$ cat src/rtl/decode_stage_if.sv
// Fetch/execute/writeback handshake bundle for decode_stage.
// Carries out_mext only when DECODE_MEXT_EN is defined.
interface decode_stage_if #(
    parameter int XLEN = 32
);
    logic            in_valid;
    logic            in_ready;
    logic [31:0]     in_instr;
    logic [XLEN-1:0] in_pc;
    logic            flush;
    logic            out_valid;
    logic            out_ready;
    logic [6:0]      out_opcode;
    logic [2:0]      out_funct3;
    logic            out_op_switch;
    logic [4:0]      out_rs1;
    logic [4:0]      out_rs2;
    logic [4:0]      out_rd;
    logic            out_we;
    logic [XLEN-1:0] out_imm;
    logic [XLEN-1:0] out_pc;
    logic            out_illegal;
`ifdef DECODE_MEXT_EN
    logic            out_mext;
`endif
    logic            wb_valid;
    logic [4:0]      wb_addr;

    modport master (
`ifdef DECODE_MEXT_EN
        input  out_mext,
`endif
        output in_valid, in_instr, in_pc, flush,
        output out_ready, wb_valid, wb_addr,
        input  in_ready, out_valid, out_opcode, out_funct3,
        input  out_op_switch, out_rs1, out_rs2, out_rd,
        input  out_we, out_imm, out_pc, out_illegal
    );

    modport slave (
`ifdef DECODE_MEXT_EN
        output out_mext,
`endif
        input  in_valid, in_instr, in_pc, flush,
        input  out_ready, wb_valid, wb_addr,
        output in_ready, out_valid, out_opcode, out_funct3,
        output out_op_switch, out_rs1, out_rs2, out_rd,
        output out_we, out_imm, out_pc, out_illegal
    );
endinterface

$ cat src/rtl/decode_stage.sv
// Registered RV32I decode stage with busy-register scoreboard and flush.
// Defining DECODE_MEXT_EN accepts funct7=0000001 ALU ops and drives out_mext.
module decode_stage #(
    parameter int XLEN      = 32,
    parameter int NREG      = 32,
    parameter int WB_BYPASS = 1
) (
    input logic           clk,
    input logic           rst_n,
    decode_stage_if.slave bus
);
    localparam logic [6:0] OP_LUI    = 7'b0110111;
    localparam logic [6:0] OP_AUIPC  = 7'b0010111;
    localparam logic [6:0] OP_JAL    = 7'b1101111;
    localparam logic [6:0] OP_JALR   = 7'b1100111;
    localparam logic [6:0] OP_BRANCH = 7'b1100011;
    localparam logic [6:0] OP_LOAD   = 7'b0000011;
    localparam logic [6:0] OP_STORE  = 7'b0100011;
    localparam logic [6:0] OP_ALUI   = 7'b0010011;
    localparam logic [6:0] OP_ALU    = 7'b0110011;

    logic [31:0] ins;
    logic [6:0]  opc;
    logic [6:0]  f7;
    logic [2:0]  f3;
    logic [4:0]  rs1;
    logic [4:0]  rs2;
    logic [4:0]  rd;

    assign ins = bus.in_instr;
    assign opc = ins[6:0];
    assign f3  = ins[14:12];
    assign f7  = ins[31:25];
    assign rs1 = ins[19:15];
    assign rs2 = ins[24:20];
    assign rd  = ins[11:7];

    logic is_lui, is_auipc, is_jal, is_jalr, is_branch;
    logic is_load, is_store, is_alui, is_alu;

    assign is_lui    = opc == OP_LUI;
    assign is_auipc  = opc == OP_AUIPC;
    assign is_jal    = opc == OP_JAL;
    assign is_jalr   = opc == OP_JALR;
    assign is_branch = opc == OP_BRANCH;
    assign is_load   = opc == OP_LOAD;
    assign is_store  = opc == OP_STORE;
    assign is_alui   = opc == OP_ALUI;
    assign is_alu    = opc == OP_ALU;

    logic known;
    logic alu_bad;
    logic illegal;
    logic writes;
    logic we;
    logic use1;
    logic use2;
    logic op_switch;
    logic mext;

    assign known = is_lui | is_auipc | is_jal | is_jalr | is_branch
                 | is_load | is_store | is_alui | is_alu;

    always_comb begin
        alu_bad = 1'b0;
        if (is_alu) begin
            unique case (f7)
                7'b0000000: alu_bad = 1'b0;
                7'b0100000: alu_bad = !(f3 == 3'b000 || f3 == 3'b101);
`ifdef DECODE_MEXT_EN
                7'b0000001: alu_bad = 1'b0;
`endif
                default:    alu_bad = 1'b1;
            endcase
        end
    end

    assign illegal = !known | alu_bad;
    assign writes  = is_lui | is_auipc | is_jal | is_jalr
                   | is_load | is_alui | is_alu;
    assign we      = writes & (rd != 5'd0) & !illegal;
    assign use1    = is_jalr | is_branch | is_load | is_store
                   | is_alui | is_alu;
    assign use2    = is_branch | is_store | is_alu;

    assign op_switch =
        (is_alu & ins[30] & (f3 == 3'b000 || f3 == 3'b101)) |
        (is_alui & ins[30] & (f3 == 3'b101));

`ifdef DECODE_MEXT_EN
    assign mext = is_alu & (f7 == 7'b0000001);
`else
    assign mext = 1'b0;
`endif

    logic [31:0]     imm32;
    logic [XLEN-1:0] imm;

    always_comb begin
        imm32 = '0;
        unique case (1'b1)
            is_lui | is_auipc:
                imm32 = {ins[31:12], 12'b0};
            is_jal:
                imm32 = {{12{ins[31]}}, ins[19:12], ins[20],
                         ins[30:21], 1'b0};
            is_jalr | is_load | is_alui:
                imm32 = {{20{ins[31]}}, ins[31:20]};
            is_store:
                imm32 = {{20{ins[31]}}, ins[31:25], ins[11:7]};
            is_branch:
                imm32 = {{20{ins[31]}}, ins[7], ins[30:25],
                         ins[11:8], 1'b0};
            default:
                imm32 = '0;
        endcase
    end

    assign imm = XLEN'($signed(imm32));

    logic [NREG-1:0] busy;
    logic [NREG-1:0] clr;
    logic [NREG-1:0] busy_eff;

    always_comb begin
        clr = '0;
        for (int i = 1; i < NREG; i++)
            clr[i] = bus.wb_valid && (bus.wb_addr == 5'(i));
    end

    // With bypass, a register retiring this cycle no longer blocks.
    assign busy_eff = (WB_BYPASS != 0) ? (busy & ~clr) : busy;

    function automatic logic hit(input logic [NREG-1:0] v,
                                 input logic [4:0] a);
        logic r;
        r = 1'b0;
        for (int i = 1; i < NREG; i++)
            if (a == 5'(i)) r = v[i];
        return r;
    endfunction

    logic            valid_q;
    logic [6:0]      opc_q;
    logic [2:0]      f3_q;
    logic            opsw_q;
    logic [4:0]      rs1_q;
    logic [4:0]      rs2_q;
    logic [4:0]      rd_q;
    logic            we_q;
    logic [XLEN-1:0] imm_q;
    logic [XLEN-1:0] pc_q;
    logic            ill_q;
    logic            mext_q;

    logic held1, held2, heldd;
    logic hazard;
    logic ready;
    logic accept;
    logic fire;

    assign held1 = valid_q & we_q & (rs1 == rd_q);
    assign held2 = valid_q & we_q & (rs2 == rd_q);
    assign heldd = valid_q & we_q & (rd == rd_q);

    assign hazard =
        (use1 & (rs1 != 5'd0) & (hit(busy_eff, rs1) | held1)) |
        (use2 & (rs2 != 5'd0) & (hit(busy_eff, rs2) | held2)) |
        (we & (hit(busy_eff, rd) | heldd));

    assign ready  = !bus.flush & !hazard & (!valid_q | bus.out_ready);
    assign accept = bus.in_valid & ready;
    assign fire   = valid_q & bus.out_ready;

    always_ff @(posedge clk or negedge rst_n) begin
        if (!rst_n) begin
            valid_q <= 1'b0;
            opc_q   <= '0;
            f3_q    <= '0;
            opsw_q  <= 1'b0;
            rs1_q   <= '0;
            rs2_q   <= '0;
            rd_q    <= '0;
            we_q    <= 1'b0;
            imm_q   <= '0;
            pc_q    <= '0;
            ill_q   <= 1'b0;
            mext_q  <= 1'b0;
        end else if (bus.flush) begin
            valid_q <= 1'b0;
        end else if (accept) begin
            valid_q <= 1'b1;
            opc_q   <= opc;
            f3_q    <= f3;
            opsw_q  <= op_switch;
            rs1_q   <= rs1;
            rs2_q   <= rs2;
            rd_q    <= rd;
            we_q    <= we;
            imm_q   <= imm;
            pc_q    <= bus.in_pc;
            ill_q   <= illegal;
            mext_q  <= mext;
        end else if (fire) begin
            valid_q <= 1'b0;
        end
    end

    // A fired bundle reaches execute, so it sets busy even under flush.
    always_ff @(posedge clk or negedge rst_n) begin
        if (!rst_n) begin
            busy <= '0;
        end else begin
            busy[0] <= 1'b0;
            for (int i = 1; i < NREG; i++) begin
                if (fire && we_q && rd_q == 5'(i))
                    busy[i] <= 1'b1;
                else if (clr[i])
                    busy[i] <= 1'b0;
            end
        end
    end

    assign bus.in_ready      = ready;
    assign bus.out_valid     = valid_q;
    assign bus.out_opcode    = opc_q;
    assign bus.out_funct3    = f3_q;
    assign bus.out_op_switch = opsw_q;
    assign bus.out_rs1       = rs1_q;
    assign bus.out_rs2       = rs2_q;
    assign bus.out_rd        = rd_q;
    assign bus.out_we        = we_q;
    assign bus.out_imm       = imm_q;
    assign bus.out_pc        = pc_q;
    assign bus.out_illegal   = ill_q;
`ifdef DECODE_MEXT_EN
    assign bus.out_mext      = mext_q;
`else
    logic unused_mext;
    assign unused_mext = mext_q;
`endif
endmodule

$ cat src/flat_wrapper.sv
// flat-port wrapper written by rule: the top's interface ports become plain ports
module decode_stage_flat 
#(
    parameter int XLEN      = 32,
    parameter int NREG      = 32,
    parameter int WB_BYPASS = 1
)
  (clk, rst_n, bus_in_valid, bus_in_instr, bus_in_pc, bus_flush, bus_out_ready, bus_wb_valid, bus_wb_addr, bus_in_ready, bus_out_valid, bus_out_opcode, bus_out_funct3, bus_out_op_switch, bus_out_rs1, bus_out_rs2, bus_out_rd, bus_out_we, bus_out_imm, bus_out_pc, bus_out_illegal);
  decode_stage_if #(.XLEN(XLEN)) bus_i ();
  input logic clk;
  input logic rst_n;
  input wire logic [$bits(bus_i.in_valid)-1:0] bus_in_valid;
  input wire logic [$bits(bus_i.in_instr)-1:0] bus_in_instr;
  input wire logic [$bits(bus_i.in_pc)-1:0] bus_in_pc;
  input wire logic [$bits(bus_i.flush)-1:0] bus_flush;
  input wire logic [$bits(bus_i.out_ready)-1:0] bus_out_ready;
  input wire logic [$bits(bus_i.wb_valid)-1:0] bus_wb_valid;
  input wire logic [$bits(bus_i.wb_addr)-1:0] bus_wb_addr;
  output wire logic [$bits(bus_i.in_ready)-1:0] bus_in_ready;
  output wire logic [$bits(bus_i.out_valid)-1:0] bus_out_valid;
  output wire logic [$bits(bus_i.out_opcode)-1:0] bus_out_opcode;
  output wire logic [$bits(bus_i.out_funct3)-1:0] bus_out_funct3;
  output wire logic [$bits(bus_i.out_op_switch)-1:0] bus_out_op_switch;
  output wire logic [$bits(bus_i.out_rs1)-1:0] bus_out_rs1;
  output wire logic [$bits(bus_i.out_rs2)-1:0] bus_out_rs2;
  output wire logic [$bits(bus_i.out_rd)-1:0] bus_out_rd;
  output wire logic [$bits(bus_i.out_we)-1:0] bus_out_we;
  output wire logic [$bits(bus_i.out_imm)-1:0] bus_out_imm;
  output wire logic [$bits(bus_i.out_pc)-1:0] bus_out_pc;
  output wire logic [$bits(bus_i.out_illegal)-1:0] bus_out_illegal;
  assign bus_i.in_valid = bus_in_valid;
  assign bus_i.in_instr = bus_in_instr;
  assign bus_i.in_pc = bus_in_pc;
  assign bus_i.flush = bus_flush;
  assign bus_i.out_ready = bus_out_ready;
  assign bus_i.wb_valid = bus_wb_valid;
  assign bus_i.wb_addr = bus_wb_addr;
  assign bus_in_ready = bus_i.in_ready;
  assign bus_out_valid = bus_i.out_valid;
  assign bus_out_opcode = bus_i.out_opcode;
  assign bus_out_funct3 = bus_i.out_funct3;
  assign bus_out_op_switch = bus_i.out_op_switch;
  assign bus_out_rs1 = bus_i.out_rs1;
  assign bus_out_rs2 = bus_i.out_rs2;
  assign bus_out_rd = bus_i.out_rd;
  assign bus_out_we = bus_i.out_we;
  assign bus_out_imm = bus_i.out_imm;
  assign bus_out_pc = bus_i.out_pc;
  assign bus_out_illegal = bus_i.out_illegal;
  decode_stage #(.XLEN(XLEN), .NREG(NREG), .WB_BYPASS(WB_BYPASS)) u_core (.clk(clk), .rst_n(rst_n), .bus(bus_i));
endmodule
$ cat config.mk
export PLATFORM = sky130hd
export DESIGN_NAME = decode_stage_flat
export DESIGN_NICKNAME = d
export VERILOG_FILES = /design/src/rtl/decode_stage_if.sv /design/src/rtl/decode_stage.sv /design/src/flat_wrapper.sv
export SDC_FILE = /design/constraint.sdc
export NUM_CORES = 1
export LEC_CHECK = 0
export BUFFER_PORTS_ARGS = -buffer_cell sky130_fd_sc_hd__buf_4
export CORE_ASPECT_RATIO = 0.5
export CORE_MARGIN = 5
export CORE_UTILIZATION = 49
export CTS_CLUSTER_SIZE = 28
export DETAILED_ROUTE_END_ITERATION = 6
export PLACE_DENSITY_LB_ADDON = 0.08
export SLEW_MARGIN = 20
export SYNTH_ARGS = -nofsm -noshare
export SYNTH_HDL_FRONTEND = slang
export SYNTH_SLANG_ARGS = --single-unit
$ cat constraint.sdc
create_clock -name clk -period 2.45 [get_ports clk]
set_input_delay 0.245 -clock clk [delete_from_list [all_inputs] [get_ports clk]]
set_output_delay 0.245 -clock clk [all_outputs]
set_load 0.005 [all_outputs]
==> impl_summary.txt <==
----------------------------------------------------
[Status]
  Status ... finished, violations left
  Failing checks ... setup timing

[Clock tree]
  Clock buffer count from CTS ... 17
  TritonCTS clock tree ... yes
  Clk Latency, worst-skew pair ... 0.43 ns
  CTS clock-pin slew for the worst setup and hold paths ... approximately 0.07 ns
  Maximum root-to-sink buffer count ... 2
  Clk root buf ... clkbuf_16
  Clock sinks ... between 100 and 150
  Maximum level of the CTS H-tree ... 4

[Setup path]
  Total buffers and inverters traversed by the critical path ... 5
  Arrival time at the worst endpoint ... ~3.2 ns
  Worst reg2reg startpoint ... u_core.bus.out_rd[2]
  CP dominant cell by count ... buf_12
  Critical path launch point type ... flop
  Critical path required time ... approximately 2.7 ns
  Reg-to-Reg End ... u_core.bus.out_imm[22]
  Register-to-Register Path Depth ... 14
  CP peak stage delay ... 0.43 ns
  Slowest CP cell ... a311o_1
  Endpoint kind of the worst setup timing path ... flop
  Cell family with most CP delay ... compound AO/OA/AOI/OAI gates
  Peak fanout along the critical path ... 20
  Setup slack on the worst flop-to-flop path ... -0.49 ns
  CP Class ... flop to flop
  Crit-path cells ... buf_6, xnor2_2, nand3_1, o21a_1, a311o_1, a2111oi_2, a311oi_1, o21ai_1, buf_4, nor3_4, buf_12, buf_16, buf_12, mux2i_4

[Floorplan]
  Area of the core ... 14300 um2
  Vertical die dimension ... 95.1 um
  Top Ports ... 169
  Floorplan die area ... 17100 um2
  Placement row count ... 31
  Starting utilization of the core area ... 49.6%
  Die X-Extent ... 180 um

[Place]
  Worst-case setup slack after placement ... -0.983 ns
  Buffers added on ports ... about 170
  Final GP Congestion ... roughly 0.94
  Detailed Place HPWL ... 20.7 mm

[Synth]
  Synthesized net count ... 804
  Predominant post-synthesis flop cell ... dfrtp_1
  Cell type with the highest aggregate area in the netlist ... dfrtp_1
  Share of async-settable or async-resettable flops after synthesis ... 100%
  Synthesized area divided by synthesized cell count ... approximately 9.7 um2
  Number of enable-type register cells in the synthesized netlist ... 0
  Yosys synthesis warning count ... 0
  Fraction of synthesized cell area taken by the top area cell type ... 43.7%
  Number of flip-flops and latches in the synthesized netlist ... 124
  Post-synthesis sequential area ratio ... 43.7%
  Post-synthesis cell type count ... 69
  Syn Std Cell Area ... a little over 7000 um2
  Synthesized netlist cell count ... 729
  Cell types with the largest area share after synthesis ... dfrtp_1 44%, mux2_1 7.8%, o21ai_0 4.9%

[Pwr]
  Internal power consumption ... 4.52 mW
  Share of total power in the clock network ... a little under two fifths
  Pwr Density ... 598 nW/um2
  Part of the power in registers ... 36.5%
  Power share of the combinational group ... 25.6%
  Switching Share ... 31.3%
  Reported net switching power ... 2.07 mW
  Reported leakage power ... 5.12 nW
  Worst IR Drop VDD ... 0.000397 V

[Min path]
  WHS Endpoint ... u_core.bus.out_pc[5]
  Path class of the lowest-slack min-delay path ... input pin to flop
  Hold wc startpoint ... bus_in_pc[5]
  Number of cells on the worst hold path ... 2

[STA]
  Highest achievable clock rate ... ~340 MHz
  Worst-Margin Slew ... 0.702 ns
  Slew Limit Fails ... 0
  Setup clock skew after layout ... 0.0148 ns
  Final count of negative-setup-slack endpoints ... 94
  Endpoints failing hold ... 0
  Clock period minus worst slack ... 2.94 ns
  Final critical-path setup slack ... -0.493 ns
  Final critical-path share of the clock period ... 120%
  Worst slew slack as a fraction of its limit ... 53.1%
  Setup repair after global routing missed its margin ... yes

[Route]
  DRT iter0 DRCs ... 886
  Total length of routed wires ... just under 30 mm
  DR WL/cell ... 22.9 um
  TritonRoute pass-1 iters ... 7
  Mean number of vias per cell ... approximately 6.1
  Vias ... 7837
  Remaining antenna violation count ... 0
  Residual DRC count ... 0

[Global route]
  Global-route usage over all layers ... 32.2%
  Antenna violations before repair ... 0
  GRT overflow ... 0
  Wire length of the first global-routing pass ... 43.2 mm
  Number of global-route vias before repair ... approximately 7700
  Largest net degree at the start of global routing ... between 40 and 50

[Layout]
  Utilization after layout ... 77.0%
  Highest-count cells in the layout ignoring fill and taps ... 362 x buf_4, 124 x dfrtp_1, 61 x o21ai_0, 47 x nand2_1, 37 x nor2_1
  Total inserted antenna cells ... 0
  Combined area of the multi-input logic cells ... 3940 um2
  Post-layout net count ... 1158
  Most common cell after layout, fill and taps aside ... buf_4
  Flip-flop and latch area ... 3100 um2
  Fraction of layout instances using a drive strength above 1 ... 45.6%
  Filler cell count in the final layout ... 890
  Signed area change from the synthesized netlist to the final layout ... 55.4%

[Job]
  Number of violations of the max-capacitance limit ... 0

----------------------------------------------------
-- power groups by stage --
stage | Sequential [mW] | Clock (mW) | Combinational (mW)
after floorplan | 2.41 | 0 | 0.570
after global placement | 2.41 | 0 | 1.43
after detailed placement | 2.42 | 0 | 1.46
after CTS | 2.39 | 2.48 | 1.53
after global routing | 2.43 | 2.59 | 1.78
final | 2.40 | 2.50 | 1.68
-- flip-flops by register name, summed over array words and instances, names as in the netlist --
name                      flops
u_core.bus.out_valid          1
u_core.bus.out_illegal        1
u_core.bus.out_opcode         7
u_core.bus.out_rd             5
u_core.bus.out_rs2            5
u_core.busy                  31
u_core.bus.out_funct3         3
u_core.bus.out_pc            32
u_core.bus.out_imm           32
u_core.bus.out_we             1
u_core.bus.out_op_switch      1
u_core.bus.out_rs1            5
-- stage by stage --
| stage | hold WS [ns] | TNS, ns | total power [mW] | instance area, um2 | cells |
|---|---|---|---|---|---|
| after floorplan | -0.0506 | -16.70 | 2.98 | 7220 | 729 |
| after global placement | 0.169 | -86.89 | 3.84 | 10100 | 1247 |
| after detailed placement | 0.174 | -82.28 | 3.88 | 10100 | 1247 |
| after CTS | 0.0272 | -40.70 | 6.41 | 10800 | 1286 |
| after global routing | 0.0384 | -56.88 | 6.80 | 11000 | 1294 |
| final | 0.0309 | -41.19 | 6.59 | 11000 | 1294 |
-- routing by layer --
| metal | vias up | part of all wire (%) | global-route usage (%) |
|---|---|---|---|
| met5 | - | 0 | 0 |
| met4 | 0 | 3.1 | 9.12 |
| met3 | 99 | 9.1 | 8.61 |
| met2 | 479 | 48 | 55.1 |
| met1 | 3862 | 40 | 41.0 |
| li1 | 3397 | - | - |
-- cell families after synthesis --
kind of cell / synth area share (%)
AOI/OAI and AO/OA: 19.3
and+or+nand+nor: 14.6
DFF: 43.7
muxes: 15.3
buffers and inverters: 5.10
xor gates and xnor gates: 1.98
-- worst max path at each step --
stage / cells past startpoint / end / from / slack (ns)
finish: 14 / u_core.bus.out_imm[22] / u_core.bus.out_rd[2] / -0.49
global route: 15 / u_core.bus.out_imm[10] / bus_wb_addr[2] / -0.69
CTS: 13 / u_core.bus.out_rs2[3] / u_core.bus.out_rd[0] / -0.48
detailed placement: 14 / u_core.bus.out_imm[22] / bus_wb_addr[4] / -0.98
global placement: 13 / u_core.bus.out_pc[5] / bus_wb_addr[4] / -0.96
floorplan: 11 / u_core.bus.out_funct3[0] / bus_wb_addr[4] / -0.22
-- cell type report --
cell class	instances	share of cell area, %
multi-input combinational	524	35.7
sequential	124	28.1
timing repair buffer	382	27.6
clock buffer	17	3.86
tap	198	2.25
clock inverter	15	1.31
inverter	34	1.16
-- synth_stat cells, types with 8 or more instances --
master    number
a211oi_1      10
a21o_1        10
a21oi_1       22
clkbuf_1      35
dfrtp_1      124
inv_1         32
mux2_1        49
mux2_2        24
mux2i_1       24
nand2_1       47
nand2b_1      17
nand3_1       20
nand4_1        8
nor2_1        38
nor2b_1       11
nor3_1        12
o211ai_1      10
o21ai_0       70
o21ai_1       18
or3_1          9
xnor2_1       14
-- timing repair --
action | CTS | global route
buffers inserted | 6 | 7
hold endpoints to repair | 23 | 0
pin swaps | 9 | 9
gates cloned | 0 | 1
endpoints found under the setup margin | 94 | 94
hold buffers | 1 | 0
resized for setup | 22 | 37
No activity file was read; power rests on OpenSTA's default activity.
